<file path="config.mk">
export PLATFORM = sky130hd
export DESIGN_NAME = nn_config_sequencer
export DESIGN_NICKNAME = d
export VERILOG_FILES = /design/src/rtl/nn_config_sequencer.sv
export SDC_FILE = /design/constraint.sdc
export NUM_CORES = 1
export LEC_CHECK = 0
export ABC_CLOCK_PERIOD_IN_PS = 2700
export CORE_MARGIN = 10
export CORE_UTILIZATION = 50
export DETAILED_ROUTE_END_ITERATION = 10
export PLACE_DENSITY_LB_ADDON = 0.12
export REMOVE_ABC_BUFFERS = 1
export SKIP_LAST_GASP = 1
export SLEW_MARGIN = 40
export SYNTH_ARGS = -nofsm -noshare
export SYNTH_HDL_FRONTEND = slang
export SYNTH_SLANG_ARGS = --single-unit
</file>
<file path="constraint.sdc">
create_clock -name clk -period 2.7 [get_ports clk]
set_clock_uncertainty 0.2 [all_clocks]
set_input_delay 0.54 -clock clk [delete_from_list [all_inputs] [get_ports clk]]
set_output_delay 0.54 -clock clk [all_outputs]
set_load 0.02 [all_outputs]
</file>
<file path="src/rtl/nn_config_sequencer.sv">
`default_nettype none
// ============================================================================
// Module      : nn_config_sequencer
// Description : Loads a byte-serial network descriptor, commits it to the
//               inference core, fires start and supervises the run.
// Revision    : 1.0 - initial release
// ============================================================================
module nn_config_sequencer #(
    parameter int MAX_LAYERS  = 5,
    parameter int TIMEOUT_CYC = 4096
) (
    input  logic       clk,
    input  logic       rst_n,
    input  logic       cfg_valid,
    output logic       cfg_ready,
    input  logic [7:0] cfg_data,
    input  logic       cfg_last,
    input  logic       nn_done,
    output logic       start,
    output logic [5:0] no_layers,
    output logic [5:0] nl1,
    output logic [5:0] nl2,
    output logic [5:0] nl3,
    output logic [5:0] nl4,
    output logic [5:0] nl5,
    output logic [1:0] afl1,
    output logic [1:0] afl2,
    output logic [1:0] afl3,
    output logic [1:0] afl4,
    output logic [1:0] afl5,
    output logic       busy,
    output logic       run_done,
    output logic       err,
    output logic [2:0] err_code
);

    localparam int c_NPORT = 5;

    localparam logic [2:0] c_S_IDLE  = 3'd0;
    localparam logic [2:0] c_S_LOAD  = 3'd1;
    localparam logic [2:0] c_S_DRAIN = 3'd2;
    localparam logic [2:0] c_S_FIRE  = 3'd3;
    localparam logic [2:0] c_S_RUN   = 3'd4;

    localparam logic [2:0] c_E_NONE    = 3'd0;
    localparam logic [2:0] c_E_COUNT   = 3'd1;
    localparam logic [2:0] c_E_ZERO    = 3'd2;
    localparam logic [2:0] c_E_FRAME   = 3'd3;
    localparam logic [2:0] c_E_TIMEOUT = 3'd4;

    logic [2:0] r_state;
    logic [2:0] w_state_next;

    logic       w_accept;
    logic       w_hdr;
    logic       w_hdr_bad;
    logic [5:0] w_byte_nl;
    logic [1:0] w_byte_afl;
    logic       w_err_set;
    logic [2:0] w_err_code_new;
    logic       w_fire_go;
    logic       w_run_ok;
    logic       w_wd_hit;

    logic [5:0] r_sh_layers;
    logic [5:0] r_idx;
    logic [5:0] r_sh_nl  [1:c_NPORT];
    logic [1:0] r_sh_afl [1:c_NPORT];

    logic [5:0] r_layers;
    logic [5:0] r_nl     [1:c_NPORT];
    logic [1:0] r_afl    [1:c_NPORT];
    logic       r_run_done;
    logic       r_err;
    logic [2:0] r_err_code;

    assign w_accept   = cfg_valid & cfg_ready;
    assign w_hdr      = w_accept && (r_state == c_S_IDLE);
    assign w_byte_nl  = cfg_data[5:0];
    assign w_byte_afl = cfg_data[7:6];
    assign w_hdr_bad  = (w_byte_nl == 6'd0) || (w_byte_nl > 6'(MAX_LAYERS));

    // ------------------------------------------------------------------
    // State register
    // ------------------------------------------------------------------
    always_ff @(posedge clk or negedge rst_n) begin
        if (!rst_n) begin
            r_state <= c_S_IDLE;
        end else begin
            r_state <= w_state_next;
        end
    end

    // ------------------------------------------------------------------
    // Next-state and error-event logic
    // ------------------------------------------------------------------
    always_comb begin
        w_state_next   = r_state;
        w_err_set      = 1'b0;
        w_err_code_new = c_E_NONE;
        w_fire_go      = 1'b0;
        w_run_ok       = 1'b0;
        case (r_state)
            c_S_IDLE: begin
                if (w_accept) begin
                    if (w_hdr_bad) begin
                        w_err_set      = 1'b1;
                        w_err_code_new = c_E_COUNT;
                        w_state_next   = cfg_last ? c_S_IDLE : c_S_DRAIN;
                    end else if (cfg_last) begin
                        w_err_set      = 1'b1;
                        w_err_code_new = c_E_FRAME;
                        w_state_next   = c_S_IDLE;
                    end else begin
                        w_state_next   = c_S_LOAD;
                    end
                end
            end
            c_S_LOAD: begin
                if (w_accept) begin
                    if (w_byte_nl == 6'd0) begin
                        w_err_set      = 1'b1;
                        w_err_code_new = c_E_ZERO;
                        w_state_next   = cfg_last ? c_S_IDLE : c_S_DRAIN;
                    end else if (cfg_last && (r_idx < r_sh_layers)) begin
                        w_err_set      = 1'b1;
                        w_err_code_new = c_E_FRAME;
                        w_state_next   = c_S_IDLE;
                    end else if ((r_idx == r_sh_layers) && !cfg_last) begin
                        w_err_set      = 1'b1;
                        w_err_code_new = c_E_FRAME;
                        w_state_next   = c_S_DRAIN;
                    end else if (r_idx == r_sh_layers) begin
                        w_fire_go      = 1'b1;
                        w_state_next   = c_S_FIRE;
                    end
                end
            end
            c_S_DRAIN: begin
                if (w_accept && cfg_last) begin
                    w_state_next = c_S_IDLE;
                end
            end
            c_S_FIRE: begin
                w_state_next = c_S_RUN;
            end
            c_S_RUN: begin
                // Completion beats a watchdog expiry landing on the same cycle.
                if (nn_done) begin
                    w_run_ok     = 1'b1;
                    w_state_next = c_S_IDLE;
                end else if (w_wd_hit) begin
                    w_err_set      = 1'b1;
                    w_err_code_new = c_E_TIMEOUT;
                    w_state_next   = c_S_IDLE;
                end
            end
            default: begin
                w_state_next = c_S_IDLE;
            end
        endcase
    end

    // ------------------------------------------------------------------
    // State-decoded outputs
    // ------------------------------------------------------------------
    always_comb begin
        cfg_ready = 1'b0;
        start     = 1'b0;
        busy      = 1'b0;
        case (r_state)
            c_S_IDLE, c_S_LOAD, c_S_DRAIN: cfg_ready = rst_n;
            c_S_FIRE: begin
                start = 1'b1;
                busy  = 1'b1;
            end
            c_S_RUN:  busy = 1'b1;
            default:  cfg_ready = 1'b0;
        endcase
    end

    // ------------------------------------------------------------------
    // Shadow descriptor capture
    // ------------------------------------------------------------------
    always_ff @(posedge clk or negedge rst_n) begin
        if (!rst_n) begin
            r_sh_layers <= 6'd0;
            r_idx       <= 6'd0;
            for (int i = 1; i <= c_NPORT; i++) begin
                r_sh_nl[i]  <= 6'd0;
                r_sh_afl[i] <= 2'd0;
            end
        end else if (w_hdr && (w_state_next == c_S_LOAD)) begin
            r_sh_layers <= w_byte_nl;
            r_idx       <= 6'd1;
            for (int i = 1; i <= c_NPORT; i++) begin
                r_sh_nl[i]  <= 6'd0;
                r_sh_afl[i] <= 2'd0;
            end
        end else if (w_accept && (r_state == c_S_LOAD)) begin
            r_idx <= r_idx + 6'd1;
            for (int i = 1; i <= c_NPORT; i++) begin
                if (r_idx == 6'(i)) begin
                    r_sh_nl[i]  <= w_byte_nl;
                    r_sh_afl[i] <= w_byte_afl;
                end
            end
        end
    end

    // ------------------------------------------------------------------
    // Committed configuration: loaded on entry to FIRE (merging the final
    // byte) so the core sees a stable config in the same cycle as start.
    // ------------------------------------------------------------------
    always_ff @(posedge clk or negedge rst_n) begin
        if (!rst_n) begin
            r_layers <= 6'd0;
            for (int i = 1; i <= c_NPORT; i++) begin
                r_nl[i]  <= 6'd0;
                r_afl[i] <= 2'd0;
            end
        end else if (w_fire_go) begin
            r_layers <= r_sh_layers;
            for (int i = 1; i <= c_NPORT; i++) begin
                r_nl[i]  <= (r_idx == 6'(i)) ? w_byte_nl  : r_sh_nl[i];
                r_afl[i] <= (r_idx == 6'(i)) ? w_byte_afl : r_sh_afl[i];
            end
        end
    end

    // ------------------------------------------------------------------
    // Status: run_done pulse and sticky first-error flag
    // ------------------------------------------------------------------
    always_ff @(posedge clk or negedge rst_n) begin
        if (!rst_n) begin
            r_run_done <= 1'b0;
            r_err      <= 1'b0;
            r_err_code <= c_E_NONE;
        end else begin
            r_run_done <= w_run_ok;
            if (w_hdr) begin
                r_err      <= w_err_set;
                r_err_code <= w_err_code_new;
            end else if (w_err_set && !r_err) begin
                r_err      <= 1'b1;
                r_err_code <= w_err_code_new;
            end
        end
    end

    // ------------------------------------------------------------------
    // Watchdog: r_wd counts cycles since the start cycle, saturating.
    // ------------------------------------------------------------------
    generate
        if (TIMEOUT_CYC == 0) begin : g_wd_off
            assign w_wd_hit = 1'b0;
        end else begin : g_wd_on
            localparam int c_WD_W = $clog2(TIMEOUT_CYC + 1);
            localparam logic [c_WD_W-1:0] c_WD_MAX = c_WD_W'(TIMEOUT_CYC);
            logic [c_WD_W-1:0] r_wd;

            always_ff @(posedge clk or negedge rst_n) begin
                if (!rst_n) begin
                    r_wd <= '0;
                end else if (w_fire_go) begin
                    r_wd <= '0;
                end else if (((r_state == c_S_FIRE) || (r_state == c_S_RUN)) &&
                             (r_wd != c_WD_MAX)) begin
                    r_wd <= r_wd + c_WD_W'(1);
                end
            end

            assign w_wd_hit = (r_wd >= (c_WD_MAX - c_WD_W'(1)));
        end
    endgenerate

    assign no_layers = r_layers;
    assign nl1       = r_nl[1];
    assign nl2       = r_nl[2];
    assign nl3       = r_nl[3];
    assign nl4       = r_nl[4];
    assign nl5       = r_nl[5];
    assign afl1      = r_afl[1];
    assign afl2      = r_afl[2];
    assign afl3      = r_afl[3];
    assign afl4      = r_afl[4];
    assign afl5      = r_afl[5];
    assign run_done  = r_run_done;
    assign err       = r_err;
    assign err_code  = r_err_code;

endmodule
`default_nettype wire

</file>
==> run summary <==
Net total in the final layout - 698
Residual antenna-violating net count after detailed routing - 0
Biggest registers after layout - r_sh_nl: 30 flops, g_wd_on.r_wd: 13 flops, r_sh_afl: 10 flops
DRT iter0 DRCs - 236
Unique masters post-synth - 47
Ratio of total power to cell area - 659 mW/mm²
# Max-Cap Violations - 0
Initial Utilization - 51.3%
CP max stage delay - 0.61 ns
Antenna cells - 0
Post-synthesis cell area - 0.00561 mm²
Crit-path max FO - 7
Vert. Die Dim - 126 µm
Total instance count after detailed placement - 794
# rows - 38
GR Overflow Total - 0
Part of the Yosys area used for sequential elements - 53.1%
Die outline area - 0.0159 mm²
Commonest register cell after synthesis - sky130_fd_sc_hd__dfrtp_1
Insertion delay to the later sink of the worst-skew pair - 0.41 ns
Port buffer count - 66
Core outline area - 0.0109 mm²
Vias - 4364
Maximum clock frequency - 0.384 GHz
Type of the worst min-delay path - in2async
Final cell count without fillers - 826
Clock tree from TritonCTS - yes
Number of synthesized flops with an enable pin - 0
Post-CTS repair timing setup buffer count - 0
Crit path DAT - 1.86 ns
CP cell instances - nand3b_1, inv_1, clkdlybuf4s50_1
Fin crit share - 96.4%
Max reg flops - 30
Run status - complete, no violations
Startpoint type of the worst setup path - register
Vias per Instance - 5.28
Boundary Pins - 67
Number of global-route vias before repair - 4354
Avg Synthesized Cell Area - 9.57 µm²
Area share of the largest cell type after synthesis - 53.1%
Gate Count Post-Synth - 586
Register bit count reported by yosys - 119
Leakage power - 0.00336 µW
Detail Placement HPWL - 9150 µm
Final hold viol count - 0
Largest cells by area after synthesis - sky130_fd_sc_hd__dfrtp_1 (53%), sky130_fd_sc_hd__nand2_1 (9.1%), sky130_fd_sc_hd__mux2i_1 (7.1%)
FFs w/ async S/R, synth - 100%
Fraction of final layout cells sized beyond drive strength 1 - 13.3%
Post-route worst hold slack - 0.0819 ns
Sum of negative setup slack - 0 ns
Actual slew at the worst max-slew pin - 0.672 ns
Remaining max-slew budget at the tightest pin - 55.2%
Final Wtd Congestion - 0.871
Pins over their slew limit - 0
CP Class - reg2out
Antenna violations before repair - 0
Clock edge transition at the registers on the reported setup and hold paths - 0.06 ns
Clock H-tree levels - 4
Maximum number of pins on one net before global-route repair - 76
Sinks on the clock net - 119
# DRC - 0
Worst Setup End Kind - primary output
Router iterations before antenna repair - 6
Final setup viols - 0
Min Tclk post-route - 2.60 ns
CTS max path bufs - 2
Root Driver - sky130_fd_sc_hd__clkbuf_16
YS warnings - 0
Global-route wire length before repair - 22100 µm
Die boundary width - 126 µm
Clock buffer count from CTS - 17
Maximum vdd drop - 0.352 mV
Most flop-heavy register - r_sh_nl
Overall fraction of global-route tracks in use - 16.8%
Cell type with the largest total area after synthesis - sky130_fd_sc_hd__dfrtp_1
Total wire length after detailed routing - 13200 µm
Post-synthesis to final-layout area growth - 28.5%
Routed wirelength normalized by instance count - 15.9 µm
Data required time of the critical path - 1.96 ns
CP max-delay cell - sky130_fd_sc_hd__clkdlybuf4s50_1
[power by group]
group          total (µW)  internal (µW)  switching (µW)  leakage (µW)
registers            1920           1850            70.0       0.00163
logic                 538            240             298       0.00145
clock network        2290           1490             796      0.000284
total                4750           3580            1160       0.00336
[cell usage after synthesis (9+ instances only)]
| cell | instances |
|---|---|
| sky130_fd_sc_hd__buf_2 | 13 |
| sky130_fd_sc_hd__inv_1 | 16 |
| sky130_fd_sc_hd__nand2_1 | 136 |
| sky130_fd_sc_hd__ha_1 | 12 |
| sky130_fd_sc_hd__a21oi_1 | 49 |
| sky130_fd_sc_hd__dfrtp_1 | 119 |
| sky130_fd_sc_hd__mux2i_1 | 40 |
| sky130_fd_sc_hd__xor2_1 | 9 |
| sky130_fd_sc_hd__clkbuf_1 | 17 |
| sky130_fd_sc_hd__nor2_1 | 37 |
| sky130_fd_sc_hd__o21ai_0 | 46 |
[worst max-delay path, delay by kind of cell, from the launching register on]
kind          cells  cell delay, ns
buf+inv           2            0.71
flops             1            0.43
simple gates      1            0.31
[through the flow]
step / utilization (%) / cell area, µm² / power [µW] / setup WS (ns)
5_1_grt: 65.9 / 7210 / 4940 / -0.000363
6_report: 65.9 / 7210 / 4750 / 0.0960
4_1_cts: 65.9 / 7200 / 4800 / 0.000716
3_3_place_gp: 60.3 / 6590 / 2480 / -0.219
3_5_place_dp: 60.3 / 6600 / 2490 / -0.180
2_1_floorplan: - / 5430 / 2250 / -0.580
[cell families (layout without fill, tap and decap cells)]
kind of cell,Yosys count,after routing,share of synthesized area (%)
simple gates,229,229,18.5
flops,119,119,53.1
compound gates,111,111,10.9
buf+inv,54,154,4.24
mux,44,44,7.94
xor+xnor,17,17,2.65
fa+ha+maj,12,12,2.68
[timing repair]
| action | in CTS | in global routing |
|---|---|---|
| endpoints found under the setup margin | 1 | 47 |
| hold buffers | 0 | 0 |
| hold endpoints to repair | 0 | 0 |
| resized for setup | 1 | 2 |
| pin swaps | 0 | 1 |
[final cells by class]
| type | count | area, µm² |
|---|---|---|
| fill | 922 | 3730 |
| clock inverter | 12 | 151 |
| tap | 140 | 175 |
| timing repair buffer | 106 | 986 |
| clock buffer | 20 | 457 |
| multi-input combinational | 413 | 2400 |
| inverter | 16 | 60.1 |
| sequential | 119 | 2980 |
[worst paths after layout]
check | start | to | slack, ns | cells past startpoint
max | r_state[2]$_DFF_PN0_ | start | 0.1 | 3
min | rst_n | r_state[1]$_DFF_PN0_ | 0.08 | 2
max reg2reg | r_idx[5]$_DFFE_PN0P_ | afl1[0]$_DFFE_PN0P_ | 0.21 | 7
min reg2reg | nl5[2]$_DFFE_PN0P_ | nl5[2]$_DFFE_PN0P_ | 0.28 | 2
max in group asynchronous | rst_n | r_idx[5]$_DFFE_PN0P_ | 1.73 | 2
min in group clk | nl5[2]$_DFFE_PN0P_ | nl5[2]$_DFFE_PN0P_ | 0.28 | 2
[metal layers]
layer  part of all wire [%]  global-route usage (%)  up-vias
met5                      0                       0        -
met4                    1.9                    6.56        0
met3                    5.3                    4.11       22
met2                     47                    26.0      105
met1                     46                    22.3     2083
li1                       -                       -     2154
[cells in the final DEF, fill, tap and decap left out, types with 3 or more instances in the layout]
cell type / count
sky130_fd_sc_hd__a21oi_1: 49
sky130_fd_sc_hd__and2_1: 3
sky130_fd_sc_hd__and3_1: 3
sky130_fd_sc_hd__buf_4: 38
sky130_fd_sc_hd__bufinv_16: 3
sky130_fd_sc_hd__clkbuf_16: 17
sky130_fd_sc_hd__clkdlybuf4s50_1: 64
sky130_fd_sc_hd__clkinv_2: 3
sky130_fd_sc_hd__clkinvlp_4: 5
sky130_fd_sc_hd__dfrtp_1: 118
sky130_fd_sc_hd__ha_1: 12
sky130_fd_sc_hd__inv_1: 16
sky130_fd_sc_hd__mux2_2: 4
sky130_fd_sc_hd__mux2i_1: 40
sky130_fd_sc_hd__nand2_1: 136
sky130_fd_sc_hd__nand3_1: 8
sky130_fd_sc_hd__nand4_1: 7
sky130_fd_sc_hd__nor2_1: 37
sky130_fd_sc_hd__nor2_2: 3
sky130_fd_sc_hd__nor3_1: 3
sky130_fd_sc_hd__nor4_1: 8
sky130_fd_sc_hd__o21ai_0: 46
sky130_fd_sc_hd__o21ai_1: 5
sky130_fd_sc_hd__or2_2: 5
sky130_fd_sc_hd__xnor2_1: 8
sky130_fd_sc_hd__xor2_1: 9
Power figures use the tool's default switching activity.
